[config.mk]
export PLATFORM = sky130hd
export DESIGN_NAME = quick_spi_cmd_sequencer
export DESIGN_NICKNAME = d
export VERILOG_FILES = /design/src/rtl/quick_spi_cmd_sequencer.sv
export SDC_FILE = /design/constraint.sdc
export NUM_CORES = 1
export LEC_CHECK = 0
export CAP_MARGIN = 20
export CORE_MARGIN = 3
export CORE_UTILIZATION = 40
export DETAILED_ROUTE_END_ITERATION = 10
export RECOVER_POWER = 100
export SYNTH_ARGS = -nofsm -noshare
export SYNTH_HDL_FRONTEND = slang
export SYNTH_SLANG_ARGS = --single-unit
[constraint.sdc]
create_clock -name clk -period 4.4 [get_ports clk]
set_input_delay 1.1 -clock clk [delete_from_list [all_inputs] [get_ports clk]]
set_output_delay 1.1 -clock clk [all_outputs]
set_load 0.01 [all_outputs]
[src/rtl/quick_spi_cmd_sequencer.sv]
// quick_spi_cmd_sequencer: FIFO-buffered command issuer and read-response capture for quick_spi_hard
// Optional per-transaction watchdog enabled by defining QUICK_SPI_SEQ_TIMEOUT_EN.
module quick_spi_cmd_sequencer #(
  parameter int OUT_WIDTH      = 16,
  parameter int IN_WIDTH       = 8,
  parameter int SLAVES         = 2,
  parameter int CMD_DEPTH      = 4,
  parameter int TIMEOUT_CYCLES = 4096
) (
  input  logic                 clk,
  input  logic                 rst_n,
  input  logic                 cmd_valid,
  output logic                 cmd_ready,
  input  logic                 cmd_op,
  input  logic [SLAVES-1:0]    cmd_slave,
  input  logic [OUT_WIDTH-1:0] cmd_data,
  output logic                 rsp_valid,
  input  logic                 rsp_ready,
  output logic [IN_WIDTH-1:0]  rsp_data,
  output logic [SLAVES-1:0]    rsp_slave,
  output logic                 spi_enable,
  output logic                 spi_start_transaction,
  output logic                 spi_operation,
  output logic [SLAVES-1:0]    spi_slave,
  output logic [OUT_WIDTH-1:0] spi_outgoing_data,
  input  logic                 spi_end_of_transaction,
  input  logic [IN_WIDTH-1:0]  spi_incoming_data,
  output logic                 busy,
  output logic                 err_timeout
);
  localparam int AW = $clog2(CMD_DEPTH);
  localparam int CW = 1 + SLAVES + OUT_WIDTH;
  typedef enum logic [1:0] {IDLE, ISSUE, WAIT_EOT, GAP} state_t;
  state_t state, state_nx;
  logic [CW-1:0] mem [CMD_DEPTH];
  logic [AW:0] wr_ptr, rd_ptr;
  logic full, empty, push, pop, timeout;
  assign full = (wr_ptr[AW] != rd_ptr[AW]) && (wr_ptr[AW-1:0] == rd_ptr[AW-1:0]);
  assign empty = wr_ptr == rd_ptr;
  assign cmd_ready = !full;
  assign push = cmd_valid && !full;
  // a pending read response blocks the next issue so it can never be overwritten
  assign pop = state == IDLE && !empty && !rsp_valid;
  always_ff @(posedge clk) begin
    if (!rst_n) begin
      wr_ptr <= '0;
      rd_ptr <= '0;
    end else begin
      if (push) wr_ptr <= wr_ptr + (AW+1)'(1);
      if (pop) rd_ptr <= rd_ptr + (AW+1)'(1);
    end
  end
  always_ff @(posedge clk) if (push) mem[wr_ptr[AW-1:0]] <= {cmd_op, cmd_slave, cmd_data};
  always_ff @(posedge clk) begin
    if (!rst_n) {spi_operation, spi_slave, spi_outgoing_data} <= '0;
    else if (pop) {spi_operation, spi_slave, spi_outgoing_data} <= mem[rd_ptr[AW-1:0]];
  end
  always_ff @(posedge clk) spi_enable <= rst_n;
`ifdef QUICK_SPI_SEQ_TIMEOUT_EN
  localparam int TW = $clog2(TIMEOUT_CYCLES + 1);
  logic [TW-1:0] cnt;
  assign timeout = state == WAIT_EOT && !spi_end_of_transaction && cnt == TW'(TIMEOUT_CYCLES - 1);
  always_ff @(posedge clk) begin
    if (!rst_n || state == ISSUE) cnt <= '0;
    else if (state == WAIT_EOT) cnt <= cnt + TW'(1);
  end
  always_ff @(posedge clk) err_timeout <= rst_n && timeout;
`else
  assign timeout = 1'b0;
  assign err_timeout = 1'b0;
`endif
  always_ff @(posedge clk) state <= !rst_n ? IDLE : state_nx;
  always_comb begin
    state_nx = state;
    case (state)
      IDLE:     state_nx = pop ? ISSUE : IDLE;
      ISSUE:    state_nx = WAIT_EOT;
      WAIT_EOT: state_nx = (spi_end_of_transaction || timeout) ? GAP : WAIT_EOT;
      GAP:      state_nx = spi_end_of_transaction ? GAP : IDLE;
      default:  state_nx = IDLE;
    endcase
  end
  always_comb begin
    spi_start_transaction = state == ISSUE || state == WAIT_EOT;
    busy = !empty || state != IDLE;
  end
  always_ff @(posedge clk) begin
    if (!rst_n) begin
      rsp_valid <= 1'b0;
      rsp_data  <= '0;
      rsp_slave <= '0;
    end else if (state == WAIT_EOT && spi_end_of_transaction && spi_operation) begin
      rsp_valid <= 1'b1;
      rsp_data  <= spi_incoming_data;
      rsp_slave <= spi_slave;
    end else if (rsp_ready) begin
      rsp_valid <= 1'b0;
    end
  end
endmodule

==> results of run 1 <==
routing by layer:
| layer | GRT usage (%) | wire (um) | up-vias |
|---|---|---|---|
| met2 | 21.26 | 3876 | 65 |
| met1 | 18.44 | 3809 | 1213 |
| met3 | 5.283 | 429 | 4 |
| met4 | 4.567 | 65 | 0 |
| met5 | 0 | 0 | - |
| li1 | - | - | 1255 |
state kept, by name, indices dropped and copies added, names as in the netlist:
name / cells
spi_outgoing_data: 16
wr_ptr: 3
mem: 76
rsp_data: 8
state: 2
spi_enable: 1
rsp_slave: 2
rsp_valid: 1
spi_operation: 1
rd_ptr: 3
spi_slave: 2
cells by family after synthesis:
kind of cell,count (synthesis),synth area share [%]
compound gates,23,4.028
simple gates,83,7.697
mux,42,14.51
buf+inv,26,2.731
flops,115,67.53
fa+ha+maj,9,2.483
other cells,1,0.08268
xor+xnor,4,0.9381
power groups by stage:
stage | registers, mW | logic, mW | clock network [mW]
5_1_grt | 1.40 | 0.991 | 1.47
4_1_cts | 1.39 | 0.970 | 1.42
3_5_place_dp | 1.41 | 0.964 | 0
2_1_floorplan | 1.45 | 0.576 | 0
3_3_place_gp | 1.40 | 0.959 | 0
6_report | 1.38 | 0.902 | 1.39
stage by stage:
stage / cell area (sq um) / power (mW) / std cells / worst slack, ns
final: 5916 / 3.672 / 532 / 0.8081
after global routing: 5916 / 3.864 / 532 / 0.5666
after CTS: 5938 / 3.775 / 532 / 1.082
after detailed placement: 5331 / 2.373 / 500 / 1.516
after global placement: 5331 / 2.364 / 500 / 1.527
after floorplan: 4536 / 2.022 / 303 / 2.167
worst max path at each step:
stage,from,endpoint,cells past startpoint
detailed placement,rd_ptr[0],cmd_ready,4
global route,rd_ptr[0],busy,5
CTS,rd_ptr[0],cmd_ready,4
finish,rd_ptr[0],cmd_ready,4
floorplan,cmd_valid,mem[3][0],2
global placement,rd_ptr[0],cmd_ready,4
Yosys cell counts (2+ instances only):
library cell and n:
ha_1 9, o21ai_0 2, mux4_2 19, buf_4 3
and2_1 5, mux2i_1 23, inv_1 10, buf_6 2
a21oi_1 2, nand2_1 69, dfxtp_1 39, a21boi_0 10
clkbuf_1 10, o211ai_1 3, xor2_1 2, edfxtp_1 76
critical path: cells and delay by family (launching register included):
kind	cells	cell delay, ns
flops	1	0.30
buf+inv	2	1.15
simple gates	1	0.38
xor+xnor	1	0.27
final cells by class:
class | instances | area share, %
timing repair buffer | 73 | 11.55
multi-input combinational | 162 | 22.80
tap | 140 | 2.961
inverter | 10 | 0.6345
clock inverter | 14 | 3.003
sequential | 115 | 51.80
clock buffer | 18 | 7.255
==> implementation parameters, run 1 <==
Parameter                              Value

Power and ir drop
  Leakage power total    about 2.2 nW
  Cell internal power dissipation    approximately 2.7 mW
  Peak ir drop on the vdd network    around 0.00044 V
  Part of the total power dissipated in the clock network    a little under two fifths
  Logic gate share of total power    about a quarter
  Switching share of total power    a little over a quarter
  Total power divided by cell area    620.8 mW/mm^2
  Sequential cell fraction of total power    a little under two fifths
  Switching pwr    around 1 mW

Place
  Half-perimeter wire length after detailed placement    roughly 5000 um
  Placer's final routability congestion estimate    roughly 0.7
  IO Port Bufs    65

Timing
  Slew @ Worst Pin    1.412 ns
  RSZ-0062 raised after global routing    no
  Number of max-slew violations in the final report    0
  F_max    between 200 and 300 MHz
  Final number of hold-violating endpoints    0
  Worst Hold Slack    around 0.45 ns
  Setup-failing EPs final    0
  Final critical delay including setup and external delays    about 3.6 ns
  Post-route clock period utilization    slightly above 80%
  Final Skew    between 0.009 and 0.01 ns
  Max-slew headroom    5.856%
  Total Negative Setup Slacks    0 ns

Routing
  Post-Route WL    around 8200 um
  Via density per instance    4.769
  Initial drt markers    approximately 190
  Routed vias    roughly 2500
  Post-DR wirelength/cell    between 15 and 20 um
  Total DRC errors in the routed layout    0
  Initial DRT Pass Iterations    4
  Detail Route Antenna Nets    0

Critical path
  Cell chain of the critical path    clkbuf_2 > xor2_2 > or3_1 > clkdlybuf4s50_1
  Critical R2R Capture    mem[3][12]
  Crit Reg-Reg Startpoint    rd_ptr[0]
  Maximum fanout encountered on the critical timing path    23
  Worst setup EP type    output pin
  Critical Path AT    roughly 2.5 ns
  Required time at the worst-slack endpoint    roughly 3.3 ns
  Delay of the slowest cell on the worst path    approximately 0.66 ns
  Crit start category    register
  Critical Setup Path Class    reg2out
  Register-to-register setup slack    1.27 ns
  R2r worst-path depth    5
  Cell type of the slowest stage on the worst timing path    clkbuf_2

Clock tree
  CTS hold repair buffers    0
  Clock root buffer    clkbuf_16
  Worst-skew pair later-pin latency    about 0.40 ns
  Clock Path Buffers    2
  Clock edge transition at the registers on the reported setup and hold paths    around 0.050 ns
  Deepest level of the CTS H-tree    4
  Num CTS Buffers    17
  TritonCTS clock tree    done
  Setup Fix Bufs, Post-CTS    0
  Post-cts gate resize count    0
  Clock Sinks    ~120

Logic synthesis
  Number of nets produced by synthesis    344
  Asr flop ratio synth    0%
  Sequential fraction of the synthesis area    between 60 and 70%
  Top flip-flop cell by instance count after synthesis    edfxtp_1
  Area fraction of the dominant cell type after synthesis    50.32%
  Synth top area cells    edfxtp_1, dfxtp_1, mux4_2, nand2_1, mux2i_1
  Synth Area per Inst    approximately 15 sq um
  Top cell type by total area after synthesis    edfxtp_1
  Synthesis warning total    0
  Synth Cell Area    roughly 0.0045 sq mm
  Number of flops mapped to enable cells by yosys    76
  Number of distinct library cells after synthesis    35
  Cells after Synth    303
  Register bit total from synthesis    ~120

Floorplanning
  Area of the die    0.01265 sq mm
  Number of primary I/O pins    67
  Die height    between 100 and 150 um
  Starting utilization of the core area    between 40% and 50%
  Core area    roughly 0.011 sq mm
  Placement Rows    38
  Width of the die    ~110 um

Layout
  Area growth, synth to finish    30.43%
  Count of inserted antenna diode cells    0
  Most common cell after layout, fill and taps aside    edfxtp_1
  Sequential Area    around 0.003 sq mm
  Leading cell types in the layout, fill and taps excluded    edfxtp_1, nand2_1, dlygate4sd3_1
  Share of post-route cells with drive strength above 1    between 10% and 20%
  Area of combinational cells with multiple inputs    ~0.0013 sq mm
  Number of fill cells in the layout    909
  Nets    420
  Share of the core filled with cells    between 50% and 60%

Status
  Result of the run    finished, final reports clean

Global routing
  Total routing resource utilization after global routing    between 10 and 15%
  Remaining Overflow, GRT    0
  Wire length of the first global-routing pass    13570 um
  Via count of the first global-routing pass    2616
  Pin count of the biggest net entering global routing    36
  Initial antenna violation count    0

Hold path
  Start point of the worst min-delay path    spi_outgoing_data[2]
  Worst hold stages    2
  Hold Path Class    reg2reg
  End of the worst hold path    spi_outgoing_data[2]

Flow run
  Total of max-cap violations    0
Power figures use the tool's default switching activity.
==> run 2: changes to the inputs <==
==> constraint.sdc (replaced) <==
create_clock -name clk -period 3.2 [get_ports clk]
set_input_delay 0.8 -clock clk [delete_from_list [all_inputs] [get_ports clk]]
set_output_delay 0.8 -clock clk [all_outputs]
set_load 0.01 [all_outputs]
==> run 2 against run 1 <==
- the run now ends with max-capacitance violations, max-slew violations left
- first-iteration DRC count is 26% lower
- non-clock buffer count up 1
- global-route usage barely moved
- critical path type unchanged
- largest power group unchanged
- highest routed layer unchanged
==> implementation parameters, run 2 (synthesis gave the netlist of run 1 again) <==
Parameter                              Value

Status
  Result of the run    finished, violations left
  Violated checks    max-capacitance violations, max-slew violations

Floorplanning
  Number of primary I/O pins    67 (unchanged)
  Core area    0.01098 sq mm (unchanged)
  Starting utilization of the core area    41.30% (unchanged)
  Placement Rows    38 (unchanged)
  Area of the die    0.01265 sq mm (unchanged)
  Die height    112.5 um (unchanged)
  Width of the die    112.5 um (unchanged)

Layout
  Share of the core filled with cells    54.09% (+0.23 points)
  Flip-flop count of the largest register after layout    76 (unchanged)
  Leading cell types in the layout, fill and taps excluded    edfxtp_1, nand2_1, dlygate4sd3_1
  Count of inserted antenna diode cells    0 (unchanged)
  Share of post-route cells with drive strength above 1    14.25% (-0.036 points)
  Nets    421 (+0.24%)
  Area growth, synth to finish    30.98%
  Most common cell after layout, fill and taps aside    edfxtp_1

Timing
  Total Negative Setup Slacks    0 ns (unchanged)
  Final Skew    0.01362 ns (+0.003731 ns)
  Setup-failing EPs final    0 (unchanged)
  Slew @ Worst Pin    1.677 ns (+0.2649 ns)
  Final critical delay including setup and external delays    around 2.9 ns
  Max-slew headroom    -11.80% (-18 points)
  RSZ-0062 raised after global routing    no
  Final number of hold-violating endpoints    0 (unchanged)
  Number of max-slew violations in the final report    23 (+23)
  Post-route clock period utilization    90.67%
  F_max    between 300 and 400 MHz

Critical path
  Cell type of the slowest stage on the worst timing path    dlygate4sd3_1
  Worst setup EP type    output pin
  R2r worst-path depth    4 (-1)
  Crit start category    register
  Required time at the worst-slack endpoint    2.40 ns (-0.90 ns)
  Maximum fanout encountered on the critical timing path    6 (-74%)
  Cell chain of the critical path    xor2_1 > nor3_1 > nand2_1 > dlygate4sd3_1
  Crit Reg-Reg Startpoint    wr_ptr[1]
  Critical Path AT    2.10 ns (-0.39 ns)
  Bufs and invs on worst path    1 (-1)
  Register-to-register setup slack    0.51 ns (-0.76 ns)
  Family of cells with the greatest summed delay on the critical path    buffers and inverters
  Delay of the slowest cell on the worst path    0.60 ns (-0.06 ns)
  Critical R2R Capture    mem[3][9]
  Critical Setup Path Class    reg2out

Routing
  Post-Route WL    8041 um (-1.7%)
  Total DRC errors in the routed layout    0 (unchanged)
  Top routing layer in use    met4
  Initial DRT Pass Iterations    4 (unchanged)
  Post-DR wirelength/cell    15.09 um (-1.9%)
  Detail Route met3 WL    370 um (-14%)
  Detailed-routed wire length on met2    3886 um (+0.26%)
  Initial drt markers    143 (-26%)
  Routed vias    2573 (+1.4%)
  Detailed-route wire length on metal 1    3702 um (-2.8%)
  Detail Route Antenna Nets    0 (unchanged)
  Via density per instance    4.827 (+1.2%)

Global routing
  Wire length of the first global-routing pass    13580 um (about the same)
  Remaining Overflow, GRT    0 (unchanged)
  Total routing resource utilization after global routing    13.91% (about the same)
  Via count of the first global-routing pass    2649 (+1.3%)
  Initial antenna violation count    0 (unchanged)
  Pin count of the biggest net entering global routing    32 (-11%)

Clock tree
  Clock Sinks    115 (unchanged)
  Clock Path Buffers    2 (unchanged)
  Clock root buffer    clkbuf_16
  Clock edge transition at the registers on the reported setup and hold paths    0.05 ns (about the same)
  Deepest level of the CTS H-tree    4 (unchanged)
  TritonCTS clock tree    done
  CTS hold repair buffers    0 (unchanged)
  Num CTS Buffers    17 (unchanged)
  Setup Fix Bufs, Post-CTS    0 (unchanged)
  Post-cts gate resize count    0 (unchanged)
  Worst-skew pair later-pin latency    0.40 ns (about the same)

Hold path
  Worst hold stages    2 (unchanged)
  Start point of the worst min-delay path    spi_outgoing_data[9]
  Hold Path Class    reg2reg
  End of the worst hold path    spi_outgoing_data[9]

Power and ir drop
  Total power divided by cell area    863.3 mW/mm^2 (+39%)
  Leakage power total    2.215 nW (+0.30%)
  Peak ir drop on the vdd network    0.0007121 V (+62%)

Place
  IO Port Bufs    65 (unchanged)
  Placer's final routability congestion estimate    0.7173 (+1.7%)
  Half-perimeter wire length after detailed placement    5175 um (+3.7%)

Flow run
  Total of max-cap violations    1 (+1)
==> run 2: cell type report <==
class / count / area (sq um)
timing repair buffer: 74 / 685.7
inverter: 10 / 37.54
clock buffer: 17 / 425.4
sequential: 115 / 3064
tap: 140 / 175.2
clock inverter: 15 / 203.9
fill: 920 / 5042
multi-input combinational: 162 / 1349
==> run 2: through the flow <==
step | setup slack [ns] | area [sq um] | hold WS (ns) | total power [mW] | instances
2_1_floorplan | 1.224 | 4536 | 0.4612 | 2.780 | 303
3_3_place_gp | 0.8257 | 5339 | 0.4454 | 3.252 | 501
3_5_place_dp | 0.7655 | 5339 | 0.4537 | 3.271 | 501
4_1_cts | 0.3272 | 5968 | 0.4631 | 5.260 | 533
5_1_grt | 0.07019 | 5941 | 0.4821 | 5.404 | 533
6_report | 0.2984 | 5941 | 0.4538 | 5.129 | 533
==> run 2: worst max path at each step <==
stage / slack [ns] / cells after the start / end / start
floorplan: 1.22 / 3 / mem[3][0] / wr_ptr[1]
finish: 0.30 / 4 / busy / wr_ptr[1]
global route: 0.07 / 4 / busy / wr_ptr[1]
detailed placement: 0.77 / 4 / busy / wr_ptr[1]
global placement: 0.83 / 4 / busy / wr_ptr[1]
CTS: 0.33 / 4 / busy / wr_ptr[1]
==> run 2: power by group <==
group	leakage (nW)	internal, mW	switching (mW)
Clock	0.297	1.31	0.663
Combinational	0.902	0.646	0.602
Sequential	1.02	1.81	0.103
==> run 2: routing by layer <==
layer  GRT usage [%]  up-vias
met5               0        -
met4           5.449        0
met3           4.420        6
met2           21.81       70
met1           18.13     1232
li1                -     1265
==> run 2: worst reg2reg max path, cell delays in order, from the launching register on <==
cell and delay, ns:
dfxtp_1 0.40, xor2_1 0.48, o31a_1 0.35, and2_0 0.17
clkbuf_1 0.88
==> run 3: changes to the inputs <==
--- a/config.mk
+++ b/config.mk
@@ -9,6 +9,7 @@
 export CORE_MARGIN = 3
 export CORE_UTILIZATION = 40
 export DETAILED_ROUTE_END_ITERATION = 10
+export PLACE_DENSITY_LB_ADDON = 0.12
 export RECOVER_POWER = 100
 export SYNTH_ARGS = -nofsm -noshare
 export SYNTH_HDL_FRONTEND = slang
==> run 3 against run 2 <==
- the flow still finishes with violations (max-capacitance violations, max-slew violations)
- sequential cell count did not move
- non-clock buffer count fell by 1
- fmax rose by 0.75%
- critical endpoint unchanged
==> implementation parameters, run 3 (synthesis gave the netlist of run 1 again) <==
Parameter                              Value

Status
  Result of the run    finished, violations left
  Violated checks    max-capacitance violations, max-slew violations

Clock tree
  Clock Sinks    115 (unchanged)
  CTS hold repair buffers    0 (unchanged)
  Num CTS Buffers    17 (unchanged)
  Clock Path Buffers    2 (unchanged)
  Clock root buffer    clkbuf_16
  Clock edge transition at the registers on the reported setup and hold paths    0.05 ns (about the same)
  Post-cts gate resize count    0 (unchanged)
  Deepest level of the CTS H-tree    4 (unchanged)
  Setup Fix Bufs, Post-CTS    0 (unchanged)
  Worst-skew pair later-pin latency    0.40 ns (about the same)
  TritonCTS clock tree    done

Power and ir drop
  Peak ir drop on the vdd network    0.0004952 V (-30%)
  Total power divided by cell area    830.3 mW/mm^2 (-3.8%)
  Leakage power total    2.200 nW (-0.69%)

Floorplanning
  Number of primary I/O pins    67 (unchanged)
  Starting utilization of the core area    41.30% (unchanged)
  Core area    0.01098 sq mm (unchanged)
  Die height    112.5 um (unchanged)
  Width of the die    112.5 um (unchanged)
  Area of the die    0.01265 sq mm (unchanged)
  Placement Rows    38 (unchanged)

Critical path
  Maximum fanout encountered on the critical timing path    6 (unchanged)
  Critical Path AT    2.08 ns (-0.02 ns)
  Crit Reg-Reg Startpoint    wr_ptr[1]
  Cell chain of the critical path    xor2_1 > nor3_1 > nand2_1 > dlygate4sd3_1
  Family of cells with the greatest summed delay on the critical path    buffers and inverters
  R2r worst-path depth    4 (unchanged)
  Required time at the worst-slack endpoint    2.40 ns (about the same)
  Delay of the slowest cell on the worst path    0.60 ns (about the same)
  Cell type of the slowest stage on the worst timing path    dlygate4sd3_1
  Critical Setup Path Class    reg2out
  Critical R2R Capture    mem[2][15]
  Register-to-register setup slack    0.50 ns (about the same)
  Bufs and invs on worst path    1 (unchanged)
  Crit start category    register
  Worst setup EP type    output pin

Place
  Half-perimeter wire length after detailed placement    5001 um (-3.4%)
  IO Port Bufs    65 (unchanged)
  Post-placement worst setup slack    0.8012 ns (+0.03568 ns)
  Placer's final routability congestion estimate    0.6844 (-4.6%)

Routing
  Post-Route WL    8030 um (-0.14%)
  Total DRC errors in the routed layout    0 (unchanged)
  Initial DRT Pass Iterations    4 (unchanged)
  Detail Route Antenna Nets    0 (unchanged)
  Routed vias    2593 (+0.78%)
  Via density per instance    4.874 (+0.97%)
  Post-DR wirelength/cell    15.09 um (about the same)
  Initial drt markers    174 (+22%)

Hold path
  Start point of the worst min-delay path    spi_outgoing_data[3]
  Hold Path Class    reg2reg
  Worst hold stages    2 (unchanged)
  End of the worst hold path    spi_outgoing_data[3]

Flow run
  Total of max-cap violations    1 (unchanged)

Layout
  Flip-flop count of the largest register after layout    76 (unchanged)
  Area growth, synth to finish    29.35%
  Share of post-route cells with drive strength above 1    13.27% (-0.98 points)
  Nets    420 (-0.24%)
  Most common cell after layout, fill and taps aside    edfxtp_1
  Leading cell types in the layout, fill and taps excluded    edfxtp_1, nand2_1, dlygate4sd3_1
  Count of inserted antenna diode cells    0 (unchanged)

Global routing
  Pin count of the biggest net entering global routing    45 (+41%)
  Wire length of the first global-routing pass    13590 um (+0.10%)
  Total routing resource utilization after global routing    14.12% (+0.21 points)
  Remaining Overflow, GRT    0 (unchanged)
  Initial antenna violation count    0 (unchanged)
  Via count of the first global-routing pass    2706 (+2.2%)

Timing
  Final number of hold-violating endpoints    0 (unchanged)
  Post-route clock period utilization    90.00% (-0.67 points)
  RSZ-0062 raised after global routing    no
  Slack of the critical path    0.3200 ns (+0.02156 ns)
  Number of max-slew violations in the final report    23 (unchanged)
  Final Skew    0.007969 ns (-0.005655 ns)
  Slew @ Worst Pin    1.753 ns (+0.07584 ns)
  Setup-failing EPs final    0 (unchanged)
  Total Negative Setup Slacks    0 ns (unchanged)
  F_max    347.2 MHz (+0.75%)
  Max-slew headroom    -16.86% (-5.1 points)
  Final critical delay including setup and external delays    2.880 ns (-0.02156 ns)
==> run 3: changes by cell type in the layout (fill, tap and decap cells not counted), moves of 2 or more <==
| cell | delta |
|---|---|
| bufinv_16 | -4 |
| clkbuf_1 | +3 |
| clkbuf_8 | +5 |
| clkinv_2 | +2 |
| clkinvlp_4 | -4 |
| inv_6 | -4 |
==> run 3: how the worst max path moves through the flow <==
stage | cells after the start | slack [ns] | startpoint | to
CTS | 4 | 0.36 | wr_ptr[1] | busy
detailed placement | 4 | 0.80 | wr_ptr[1] | busy
finish | 4 | 0.32 | wr_ptr[1] | busy
global route | 4 | 0.12 | wr_ptr[1] | busy
global placement | 4 | 0.82 | cmd_valid | mem[0][13]
floorplan | 3 | 1.22 | wr_ptr[1] | mem[3][0]
==> run 3: final cells by class <==
class | instances | area [sq um]
fill | 937 | 5116
tap | 140 | 175.2
multi-input combinational | 162 | 1349
clock inverter | 4 | 20.02
clock buffer | 28 | 538.0
sequential | 115 | 3064
timing repair buffer | 73 | 683.2
inverter | 10 | 37.54
==> run 3: worst reg2reg max path: cells and delay by family, from the launching register on <==
family / cells / cell delay, ns
XOR/XNOR: 1 / 0.46
flip-flops: 1 / 0.41
buffers and inverters: 1 / 0.92
AO/OA/AOI/OAI: 1 / 0.35
AND/OR/NAND/NOR: 1 / 0.17
==> run 3: through the flow <==
| step | std cells | util (%) | hold slack (ns) | instance area [sq um] | total power, mW |
|---|---|---|---|---|---|
| after global routing | 532 | 53.42 | 0.4755 | 5867 | 5.147 |
| after detailed placement | 500 | 48.66 | 0.4512 | 5344 | 3.272 |
| final | 532 | 53.42 | 0.4495 | 5867 | 4.871 |
| after global placement | 500 | 48.66 | 0.4447 | 5344 | 3.259 |
| after floorplan | 303 | - | 0.4612 | 4536 | 2.780 |
| after CTS | 532 | 53.74 | 0.4583 | 5902 | 5.012 |
==> run 3: layer usage <==
metal	GRT usage, %	vias up	routed length [um]
met5	0	-	0
met4	7.212	0	158
met3	4.420	11	321
met2	21.73	58	3878
met1	18.07	1267	3671
li1	-	1257	-
==> run 3: power breakdown <==
part	total (mW)	leakage, nW	switching, mW	internal (mW)
Clock	1.72	0.279	0.584	1.13
Sequential	1.91	1.02	0.0971	1.81
Combinational	1.25	0.904	0.604	0.646
Total	4.87	2.20	1.29	3.59
